--- config.mk ---
export PLATFORM = sky130hd
export DESIGN_NAME = spi_adc_responder_flat
export DESIGN_NICKNAME = d
export VERILOG_FILES = /design/src/rtl/spi_adc_responder_if.sv /design/src/rtl/spi_adc_responder.sv /design/src/flat_wrapper.sv
export SDC_FILE = /design/constraint.sdc
export NUM_CORES = 1
export LEC_CHECK = 0
export CORE_MARGIN = 4
export CORE_UTILIZATION = 47
export DETAILED_ROUTE_END_ITERATION = 10
export PLACE_DENSITY = 0.75
export SYNTH_ARGS = -nofsm -noshare
export SYNTH_HDL_FRONTEND = slang
export SYNTH_SLANG_ARGS = --single-unit
--- constraint.sdc ---
create_clock -name sysclk -period 1.55 [get_ports sysclk]
set_input_delay 0.31 -clock sysclk [delete_from_list [all_inputs] [get_ports sysclk]]
set_output_delay 0.31 -clock sysclk [all_outputs]
set_load 0.03 [all_outputs]
--- src/rtl/spi_adc_responder_if.sv ---
// SPI pin bundle between an spi2adc master and the ADC responder.
// Handshake: there is no valid/ready pair on this link. The master owns
// adc_cs (active low), adc_sck (idles low) and sdata_to_adc. The responder
// samples sdata_to_adc on SCK rising edges. It drives sdata_from_adc after
// SCK falling edges, and only while sdo_en is high.
interface spi_adc_responder_if;
    logic adc_cs;
    logic adc_sck;
    logic sdata_to_adc;
    logic sdata_from_adc;
    logic sdo_en;

    modport master (
        output adc_cs,
        output adc_sck,
        output sdata_to_adc,
        input  sdata_from_adc,
        input  sdo_en
    );

    modport slave (
        input  adc_cs,
        input  adc_sck,
        input  sdata_to_adc,
        output sdata_from_adc,
        output sdo_en
    );
endinterface

--- src/rtl/spi_adc_responder.sv ---
// MCP3002-style 2-channel ADC responder (SPI slave) running on sysclk.
// It oversamples CS, SCK and SDI, decodes start/SGL/ODD/MSBF and shifts
// out a null bit followed by the selected channel's DATA_W-bit sample.
// Optional macro ADC_RESP_LSBF_EN: when MSBF=0, an LSB-first tail
// (bits 1..DATA_W-1) follows the MSB-first word.
module spi_adc_responder #(
    parameter int SYNC_STAGES = 2,
    parameter int DATA_W      = 10
) (
    input  logic              sysclk,
    input  logic              rst_n,
    spi_adc_responder_if.slave spi,
    input  logic [DATA_W-1:0] ch0_data,
    input  logic [DATA_W-1:0] ch1_data,
    output logic              conv_valid,
    output logic              conv_channel,
    output logic              conv_diff,
    output logic              frame_error,
    output logic [2:0]        dbg_state
);

    localparam int IDX_W = (DATA_W > 1) ? $clog2(DATA_W) : 1;
    localparam logic [IDX_W-1:0] IDX_LAST = IDX_W'(DATA_W - 1);

    typedef enum logic [2:0] {
        S_IDLE  = 3'd0,
        S_START = 3'd1,
        S_CFG   = 3'd2,
        S_NULL  = 3'd3,
        S_DATA  = 3'd4,
        S_DONE  = 3'd5
`ifdef ADC_RESP_LSBF_EN
        , S_TAIL = 3'd6
`endif
    } state_t;

    // Synchronizers, edge-detect history and pulses
    logic [SYNC_STAGES-1:0] cs_sync_q, sck_sync_q, sdi_sync_q, fill_q;
    logic cs_prev_q, sck_prev_q, sdi_q, armed_q;
    logic sck_rise_q, sck_fall_q, cs_fall_q, cs_rise_q;
    logic cs_s, sck_s, sdi_s;

    // FSM and datapath state
    state_t            state_q, state_d;
    logic [1:0]        bit_cnt_q, bit_cnt_d;
    logic              sgl_q, sgl_d;
    logic              odd_q, odd_d;
    logic [DATA_W-1:0] shift_q, shift_d;
    logic [IDX_W-1:0]  idx_q, idx_d;
    logic              last_q, last_d;
`ifdef ADC_RESP_LSBF_EN
    logic              msbf_q, msbf_d;
`endif

    // Registered outputs
    logic sdo_q, sdo_d;
    logic sdo_en_q, sdo_en_d;
    logic conv_valid_q, conv_valid_d;
    logic conv_channel_q, conv_channel_d;
    logic conv_diff_q, conv_diff_d;
    logic frame_error_q, frame_error_d;

    assign cs_s  = cs_sync_q[SYNC_STAGES-1];
    assign sck_s = sck_sync_q[SYNC_STAGES-1];
    assign sdi_s = sdi_sync_q[SYNC_STAGES-1];

    // Input synchronizers plus registered edge pulses. fill_q tracks when the
    // synchronizer output holds a real pin sample rather than its reset value,
    // so a CS that is already low when reset exits cannot arm a frame.
    always_ff @(posedge sysclk) begin
        if (!rst_n) begin
            cs_sync_q  <= '1;
            sck_sync_q <= '0;
            sdi_sync_q <= '0;
            fill_q     <= '0;
            cs_prev_q  <= 1'b1;
            sck_prev_q <= 1'b0;
            sdi_q      <= 1'b0;
            armed_q    <= 1'b0;
            sck_rise_q <= 1'b0;
            sck_fall_q <= 1'b0;
            cs_fall_q  <= 1'b0;
            cs_rise_q  <= 1'b0;
        end else begin
            cs_sync_q  <= {cs_sync_q[SYNC_STAGES-2:0], spi.adc_cs};
            sck_sync_q <= {sck_sync_q[SYNC_STAGES-2:0], spi.adc_sck};
            sdi_sync_q <= {sdi_sync_q[SYNC_STAGES-2:0], spi.sdata_to_adc};
            fill_q     <= {fill_q[SYNC_STAGES-2:0], 1'b1};
            cs_prev_q  <= cs_s;
            sck_prev_q <= sck_s;
            sdi_q      <= sdi_s;
            armed_q    <= armed_q | (fill_q[SYNC_STAGES-1] & cs_s);
            sck_rise_q <= sck_s & ~sck_prev_q;
            sck_fall_q <= ~sck_s & sck_prev_q;
            cs_fall_q  <= ~cs_s & cs_prev_q;
            cs_rise_q  <= cs_s & ~cs_prev_q;
        end
    end

    // State and datapath registers
    always_ff @(posedge sysclk) begin
        if (!rst_n) begin
            state_q        <= S_IDLE;
            bit_cnt_q      <= 2'd0;
            sgl_q          <= 1'b0;
            odd_q          <= 1'b0;
            shift_q        <= '0;
            idx_q          <= '0;
            last_q         <= 1'b0;
`ifdef ADC_RESP_LSBF_EN
            msbf_q         <= 1'b1;
`endif
            sdo_q          <= 1'b0;
            sdo_en_q       <= 1'b0;
            conv_valid_q   <= 1'b0;
            conv_channel_q <= 1'b0;
            conv_diff_q    <= 1'b0;
            frame_error_q  <= 1'b0;
        end else begin
            state_q        <= state_d;
            bit_cnt_q      <= bit_cnt_d;
            sgl_q          <= sgl_d;
            odd_q          <= odd_d;
            shift_q        <= shift_d;
            idx_q          <= idx_d;
            last_q         <= last_d;
`ifdef ADC_RESP_LSBF_EN
            msbf_q         <= msbf_d;
`endif
            sdo_q          <= sdo_d;
            sdo_en_q       <= sdo_en_d;
            conv_valid_q   <= conv_valid_d;
            conv_channel_q <= conv_channel_d;
            conv_diff_q    <= conv_diff_d;
            frame_error_q  <= frame_error_d;
        end
    end

    // Next-state and output decode; a CS rise outranks any SCK edge
    always_comb begin
        state_d        = state_q;
        bit_cnt_d      = bit_cnt_q;
        sgl_d          = sgl_q;
        odd_d          = odd_q;
        shift_d        = shift_q;
        idx_d          = idx_q;
        last_d         = last_q;
`ifdef ADC_RESP_LSBF_EN
        msbf_d         = msbf_q;
`endif
        sdo_d          = sdo_q;
        sdo_en_d       = sdo_en_q;
        conv_valid_d   = 1'b0;
        conv_channel_d = conv_channel_q;
        conv_diff_d    = conv_diff_q;
        frame_error_d  = 1'b0;

        if (state_q != S_IDLE && cs_rise_q) begin
            state_d  = S_IDLE;
            sdo_d    = 1'b0;
            sdo_en_d = 1'b0;
            if (state_q == S_CFG || state_q == S_NULL || state_q == S_DATA) begin
                frame_error_d = 1'b1;
            end
`ifdef ADC_RESP_LSBF_EN
            if (state_q == S_TAIL) begin
                frame_error_d = 1'b1;
            end
`endif
        end else begin
            case (state_q)
                S_IDLE: begin
                    sdo_d    = 1'b0;
                    sdo_en_d = 1'b0;
                    if (cs_fall_q && armed_q) begin
                        state_d = S_START;
                    end
                end
                S_START: begin
                    if (sck_rise_q && sdi_q) begin
                        state_d   = S_CFG;
                        bit_cnt_d = 2'd0;
                    end
                end
                S_CFG: begin
                    if (sck_rise_q) begin
                        bit_cnt_d = bit_cnt_q + 2'd1;
                        if (bit_cnt_q == 2'd0) begin
                            sgl_d = sdi_q;
                        end else if (bit_cnt_q == 2'd1) begin
                            odd_d = sdi_q;
                        end else begin
                            // MSBF bit: the conversion is latched here
                            shift_d        = odd_q ? ch1_data : ch0_data;
                            conv_channel_d = odd_q;
                            conv_diff_d    = ~sgl_q;
                            conv_valid_d   = 1'b1;
`ifdef ADC_RESP_LSBF_EN
                            msbf_d         = sdi_q;
`endif
                            state_d        = S_NULL;
                        end
                    end
                end
                S_NULL: begin
                    if (sck_fall_q) begin
                        sdo_en_d = 1'b1;
                        sdo_d    = 1'b0;
                        idx_d    = IDX_LAST;
                        last_d   = 1'b0;
                        state_d  = S_DATA;
                    end
                end
                S_DATA: begin
                    if (sck_fall_q) begin
                        if (last_q) begin
`ifdef ADC_RESP_LSBF_EN
                            if (!msbf_q) begin
                                sdo_d   = shift_q[1];
                                idx_d   = IDX_W'(2);
                                last_d  = (DATA_W <= 2);
                                state_d = S_TAIL;
                            end else begin
                                sdo_d    = 1'b0;
                                sdo_en_d = 1'b0;
                                state_d  = S_DONE;
                            end
`else
                            sdo_d    = 1'b0;
                            sdo_en_d = 1'b0;
                            state_d  = S_DONE;
`endif
                        end else begin
                            sdo_d = shift_q[idx_q];
                            if (idx_q == '0) begin
                                last_d = 1'b1;
                            end else begin
                                idx_d = idx_q - IDX_W'(1);
                            end
                        end
                    end
                end
`ifdef ADC_RESP_LSBF_EN
                S_TAIL: begin
                    if (sck_fall_q) begin
                        if (last_q) begin
                            sdo_d    = 1'b0;
                            sdo_en_d = 1'b0;
                            state_d  = S_DONE;
                        end else begin
                            sdo_d = shift_q[idx_q];
                            if (idx_q == IDX_LAST) begin
                                last_d = 1'b1;
                            end else begin
                                idx_d = idx_q + IDX_W'(1);
                            end
                        end
                    end
                end
`endif
                S_DONE: begin
                    sdo_d    = 1'b0;
                    sdo_en_d = 1'b0;
                end
                default: begin
                    state_d  = S_IDLE;
                    sdo_d    = 1'b0;
                    sdo_en_d = 1'b0;
                end
            endcase
        end
    end

    assign spi.sdata_from_adc = sdo_q;
    assign spi.sdo_en         = sdo_en_q;
    assign conv_valid         = conv_valid_q;
    assign conv_channel       = conv_channel_q;
    assign conv_diff          = conv_diff_q;
    assign frame_error        = frame_error_q;
    assign dbg_state          = state_q;

endmodule

--- src/flat_wrapper.sv ---
// flat-port wrapper written by rule: the top's interface ports become plain ports
module spi_adc_responder_flat 
#(
    parameter int SYNC_STAGES = 2,
    parameter int DATA_W      = 10
)
  (sysclk, rst_n, ch0_data, ch1_data, conv_valid, conv_channel, conv_diff, frame_error, dbg_state, spi_adc_cs, spi_adc_sck, spi_sdata_to_adc, spi_sdata_from_adc, spi_sdo_en);
  spi_adc_responder_if spi_i ();
  input  logic sysclk;
  input  logic rst_n;
  input  logic [DATA_W-1:0] ch0_data;
  input  logic [DATA_W-1:0] ch1_data;
  output logic conv_valid;
  output logic conv_channel;
  output logic conv_diff;
  output logic frame_error;
  output logic [2:0] dbg_state;
  input wire logic [$bits(spi_i.adc_cs)-1:0] spi_adc_cs;
  input wire logic [$bits(spi_i.adc_sck)-1:0] spi_adc_sck;
  input wire logic [$bits(spi_i.sdata_to_adc)-1:0] spi_sdata_to_adc;
  output wire logic [$bits(spi_i.sdata_from_adc)-1:0] spi_sdata_from_adc;
  output wire logic [$bits(spi_i.sdo_en)-1:0] spi_sdo_en;
  assign spi_i.adc_cs = spi_adc_cs;
  assign spi_i.adc_sck = spi_adc_sck;
  assign spi_i.sdata_to_adc = spi_sdata_to_adc;
  assign spi_sdata_from_adc = spi_i.sdata_from_adc;
  assign spi_sdo_en = spi_i.sdo_en;
  spi_adc_responder #(.SYNC_STAGES(SYNC_STAGES), .DATA_W(DATA_W)) u_core (.sysclk(sysclk), .rst_n(rst_n), .spi(spi_i), .ch0_data(ch0_data), .ch1_data(ch1_data), .conv_valid(conv_valid), .conv_channel(conv_channel), .conv_diff(conv_diff), .frame_error(frame_error), .dbg_state(dbg_state));
endmodule
Word level (Yosys, flattened, before mapping)
Index checks and enable logic that the tools add are counted.
{ "totals": {"regBits": 44, "in_bits": 25, "out_inout_bits": 9, "wordCells": 123} }
{ "op_classes": {"addsub": 2, "magnitude_cmp": 1, "eq_ne": 16, "n_mux": 35, "bitwise_logic": 19, "n_reduce_logical": 24} }
{ "op_table": {"columns": ["operator", "count"], "rows": [
  ["3-bit 2-to-1 mux", 8],
  ["3-bit case mux with 6 select lines", 1],
  ["4-bit 2-to-1 mux", 4],
  ["4-bit AND reduction", 4],
  ["1-bit 2-to-1 mux", 13],
  ["1-bit NOT", 13],
  ["2-bit by 1-bit != test with 1-bit output, second input constant", 6],
  ["10-bit 2-to-1 mux", 1],
  ["5-bit AND reduction", 2],
  ["9-bit AND reduction", 1],
  ["2-bit != test, second input constant", 4],
  ["4-bit case mux with 2 select lines", 1],
  ["3-bit by 2-bit == test with 1-bit output, second input constant", 2],
  ["3-bit == test, second input constant", 2],
  ["1-bit case mux with 3 select lines", 2],
  ["6-bit AND reduction", 1],
  ["1-bit bitwise AND", 5],
  ["4-bit by 5-bit < comparator with 1-bit output, second input constant", 1],
  ["5-bit OR reduction", 1],
  ["1-bit binary-select mux with 4-bit select", 1],
  ["4-bit zero test", 1],
  ["2-bit 2-to-1 mux", 2],
  ["2-bit case mux with 2 select lines", 1],
  ["2-bit nonzero test", 2],
  ["other kinds (14)", 18]
]} }

Logic depth before layout (Yosys ltp)
{ "depth": {"ltp_word": 5, "depth_mapped": 6, "mapped_depth_nobuf": 6} }

Worst setup path after synthesis
No wires, ideal clock.
{ "synth_timing": {"path_kind": "register -> register", "startpoint": "register u_core.state_q[2], in the netlist u_core.dbg_state[2]", "endpoint": "register u_core.idx_q[1]", "setup_ps": 71, "arrival_ps": 1764, "required_ps": 1479, "path_slack_ps": -285, "path_stages_with_launch": 5, "path_buffers": 1, "period_less_slack_ps": 1835, "cell_sequence": "dfxtp_1 > buf_6 > or3b_2 > or4_1 > a21oi_1"} }
{ "synth_via": {"elab_chain_cells": 4, "word_cells_on_any_way": 12, "cone_classes": "eq/ne (6); mux (1); bitwise (1); reduce/logical (4)"} }
{ "synth_lines": {"columns": ["item", "line", "text"], "rows": [
  ["from (decl)", "spi_adc_responder.sv:44", "state_t state_q, state_d;"],
  ["from (signal assigned)", "spi_adc_responder.sv:120", "state_q <= state_d;"],
  ["parallel branches: the longest is 4 deep, another holds 6-bit AND reduction", null, null],
  ["to (signal assigned)", "spi_adc_responder.sv:125", "idx_q <= idx_d;"],
  ["to (decl)", "spi_adc_responder.sv:49", "logic [IDX_W-1:0] idx_q, idx_d;"]
]} }
Several ways; the timed one is not identified.
A chain may end at the register's enable or synchronous reset.

Worst setup path after layout
{ "layout_timing": {"startpoint": "register u_core.idx_q[0]", "endpoint": "register u_core.idx_q[1]"} }
{ "layout_via": {"elab_chain_cells": 5, "word_cells_on_any_way": 8, "cone_classes": "add/sub (1); eq/ne (1); mux (4); reduce/logical (2)"} }
{ "layout_lines": {"columns": ["item", "line", "text"], "rows": [
  ["4-bit by 1-bit subtractor with 4-bit output", "spi_adc_responder.sv:238", "idx_d = idx_q - IDX_W'(1);"],
  ["4-bit 2-to-1 mux", "spi_adc_responder.sv:235", "if (idx_q == '0) begin"],
  ["4-bit 2-to-1 mux", "spi_adc_responder.sv:216", "if (last_q) begin"],
  ["4-bit 2-to-1 mux", "spi_adc_responder.sv:215", "if (sck_fall_q) begin"],
  ["4-bit case mux with 2 select lines", "spi_adc_responder.sv:171", "case (state_q)"]
]} }
Several ways; a longest one is shown, not always the timed one. The select of a mux whose other input is x is not followed.

==> summary.md <==
| Metric | Value |
|---|---|
| Status | `complete, but fails checks` |
| Failing checks | `negative setup slack` |
| Final period util | `100.6%` |
| Routability-driven placement congestion ratio | `0.8790` |
| Max-cap violations | `0` |
| Post-DP HPWL | `3190 um` |
| FFs w/ async S/R, synth | `0%` |
| Met3 routed WL | `162 um` |
| Post-route ant nets | `0` |
| Sequential share of power | `a little over half` |
| Number of global-route vias before repair | `1682` |
| Core Region | `0.004086 mm2` |
| Slew @ Worst Pin | `~0.35 ns` |
| Final wirelength | `4776 um` |
| Crit. End Element | `flop` |
| Required @ worst endpoint | `1.78 ns` |
| Pre-antenna DRT Iters | `4` |
| Synth warn | `0` |
| Syn nets | `240` |
| Main flop type after synthesis | `dfxtp_1` |
| H-tree levels | `2` |
| Number of core rows | `23` |
| Pin count of the biggest net entering global routing | `18` |
| Clk_skew | `0.006987 ns` |
| Diode count | `0` |
| Hold_sp | `u_core.sck_prev_q` |
| 1st-iter DRT viols | `95` |
| Yosys top cell area share | `43.35%` |
| Worst-path clk slew | `0.09 ns` |
| Critical Path Start Type | `flop` |
| Worst hold slack | `0.4284 ns` |
| Die extent in x | `between 70 and 80 um` |
| FF-to-FF path depth | `6` |
| Proportion of layout cells with a drive suffix above 1 | `about 27%` |
| Routed via count | `~1700` |
| Hold Path Class | `flop to flop` |
| Sw Ratio | `23.43%` |
| Clk sink count | `44` |
| Minimum clock period | `between 1.5 and 2 ns` |
| Number of synthesized flops with an enable pin | `0` |
| Final Hold Vio Count | `0` |
| Hold Path Cell Cnt | `1` |
| Setup violators final | `2` |
| Max Slew Vio Count | `0` |
| Cell-internal power | `0.001684 W` |
| CTS root buf | `clkbuf_8` |
| Unrepaired setup endpoints after global routing | `yes` |
| Power Total | `0.002199 W` |
| Initial antenna violation count | `0` |
| Worst Path Arrival | `between 1.5 and 2 ns` |
| Synth area leader | `dfxtp_1` |
| Top cells by area, synth | `dfxtp_1 (43%), mux2i_1 (6.9%), a211oi_2 (5.5%)` |
| I/O Pins | `34` |
| Power density cells | `780.7 mW/mm2` |
| Max FO, Critical Path | `3` |
| CTS buffer count | `5` |
| Gr usage total | `18.56%` |
| Area taken by multi-input logic gates | `0.001120 mm2` |
| DRT met1 WL | `2065 um` |
| Lkg Pwr | `1.080 nW` |
| Rel. slew slack | `around three quarters` |
| Worst skew pair latency | `about 0.3 ns` |
| Initial core utilization | `49.72%` |
| Area grow syn2layout | `38.61%` |
| Mean post-synth cell area | `about 9.6 um2` |
| CTS tree | `built` |
| Combinational power share | `9.3%` |
| Buffers added on ports | `33` |
| GR Overflow Total | `0` |
| VDD IR max | `0.0007202 V` |
| Final worst slack | `-0.009002 ns` |
| DRC | `0` |
| Max Freq | `641.4 MHz` |
| Unique masters post-synth | `45` |
| Top sig layer | `met4` |
| Syn Inst Count | `212` |
| Most frequent cell after synthesis | `dfxtp_1` |
| Post-synthesis sequential area ratio | `43.35%` |
| Synthesized area | `0.002032 mm2` |
| Crit. Startpoint | `u_core.idx_q[0]` |
| Clock Path Buffers | `2` |
| Chip Height | `roughly 74 um` |
| WS Path Type | `flop to flop` |
| NetSw | `between 0.0005 and 0.0006 W` |
| Reg-to-reg startpoint | `u_core.idx_q[0]` |
| Via density | `5.456` |
| First-pass GRT wire length | `7714 um` |
| Hold-fix buffers, CTS | `0` |
| DR WL met2 | `2491 um` |
| Routed WL per cell | `15.02 um` |
| # fillers | `325` |
| #FFs+latches synth | `44` |
| Clock share of power | `37.7%` |
| Die ar. | `0.005439 mm2` |
| Sequential cell area | `roughly 890 um2` |
| Nets | `295` |
| Synth cell count leaders | `dfxtp_1 (44), nor2_1 (25), mux2i_1 (14)` |
## worst paths after layout
kind	to	slack (ns)
worst min-delay path	u_core.sck_rise_q	0.43
worst min register to register	u_core.sck_rise_q	0.43
worst max-delay path	u_core.idx_q[1]	-0.009
worst max register to register	u_core.idx_q[1]	-0.009
## worst max-delay path, stage by stage (launching register included)
cell	delay [ns]
dfxtp_2	0.34
inv_1	0.06
ha_2	0.19
nor3b_4	0.15
o21a_1	0.21
or4_4	0.42
a21oi_2	0.13
## routing by layer
layer	GRT usage (%)	vias up
met5	0	-
met4	6.439	0
met3	4.925	6
met2	31.50	36
met1	22.50	824
li1	-	869
## what timing repair did
item | CTS | global route
buffers inserted | 6 | 1
setup endpoints to repair | 20 | 20
resized for setup | 17 | 18
cloned | 3 | 0
hold endpoints to repair | 0 | 0
pin swaps | 0 | 9
## area by class of cell
type,instances,share of cell area (%)
clock buffer,6,3.332
clock inverter,2,0.5775
inverter,10,1.333
multi-input combinational,147,39.76
sequential,44,31.72
tap,50,2.221
timing repair buffer,59,21.06
## through the flow
stage	utilization, %	instances	setup TNS [ns]	setup WS, ns	instance area (um2)
final	68.92	318	-0.01645	-0.009002	2816
after global routing	68.92	318	-0.3211	-0.06934	2816
after CTS	67.54	318	0	0.001576	2760
after detailed placement	61.85	301	-0.02830	-0.01772	2527
after global placement	61.85	301	0	0.01088	2527
after floorplan	-	212	-1.264	-0.1111	2049
## power by group through the flow
stage / Clock (W) / Sequential [W] / Combinational [W]
2_1_floorplan: 0 / 0.00120 / 0.0000835
3_5_place_dp: 0 / 0.00119 / 0.000202
6_report: 0.000828 / 0.00117 / 0.000203
3_3_place_gp: 0 / 0.00119 / 0.000199
4_1_cts: 0.000847 / 0.00117 / 0.000200
5_1_grt: 0.000898 / 0.00117 / 0.000223
## cell families (layout without fill, tap and decap cells)
kind of cell,Yosys count,count (layout),share of synthesized area [%]
and+or+nand+nor,83,83,23.15
DFF,44,44,43.35
AOI/OAI and AO/OA,43,43,16.56
buffers and inverters,21,77,4.865
muxes,18,18,10.22
adders and majority gates,3,3,1.847
## layout by cell type, fill, tap and decap left out, drive strengths merged, types with 2 or more instances in the layout
master	n
and2	10
and3b	2
a31oi	3
o21bai	2
nand4	2
clkbuf	6
mux2i	14
o21a	2
a21o	2
nor4	4
a211oi	11
nand3	5
nand2b	8
nor2b	4
a21oi	10
nor2	25
dlygate4sd2	8
mux2	2
ha	3
or3b	2
o211a	2
clkdlybuf4s50	24
buf	25
nor3b	4
nor3	4
dfxtp	44
mux4	2
nand2	8
inv	11
o21ai	5
## registers in the layout (all words and copies together), names as in the netlist, 2 cells and up
name	cells
u_core.bit_cnt_q	2
u_core.cs_sync_q	2
u_core.dbg_state	3
u_core.fill_q	2
u_core.idx_q	4
u_core.sck_sync_q	2
u_core.sdi_sync_q	2
u_core.shift_q	10
No activity file was read; power rests on OpenSTA's default activity.
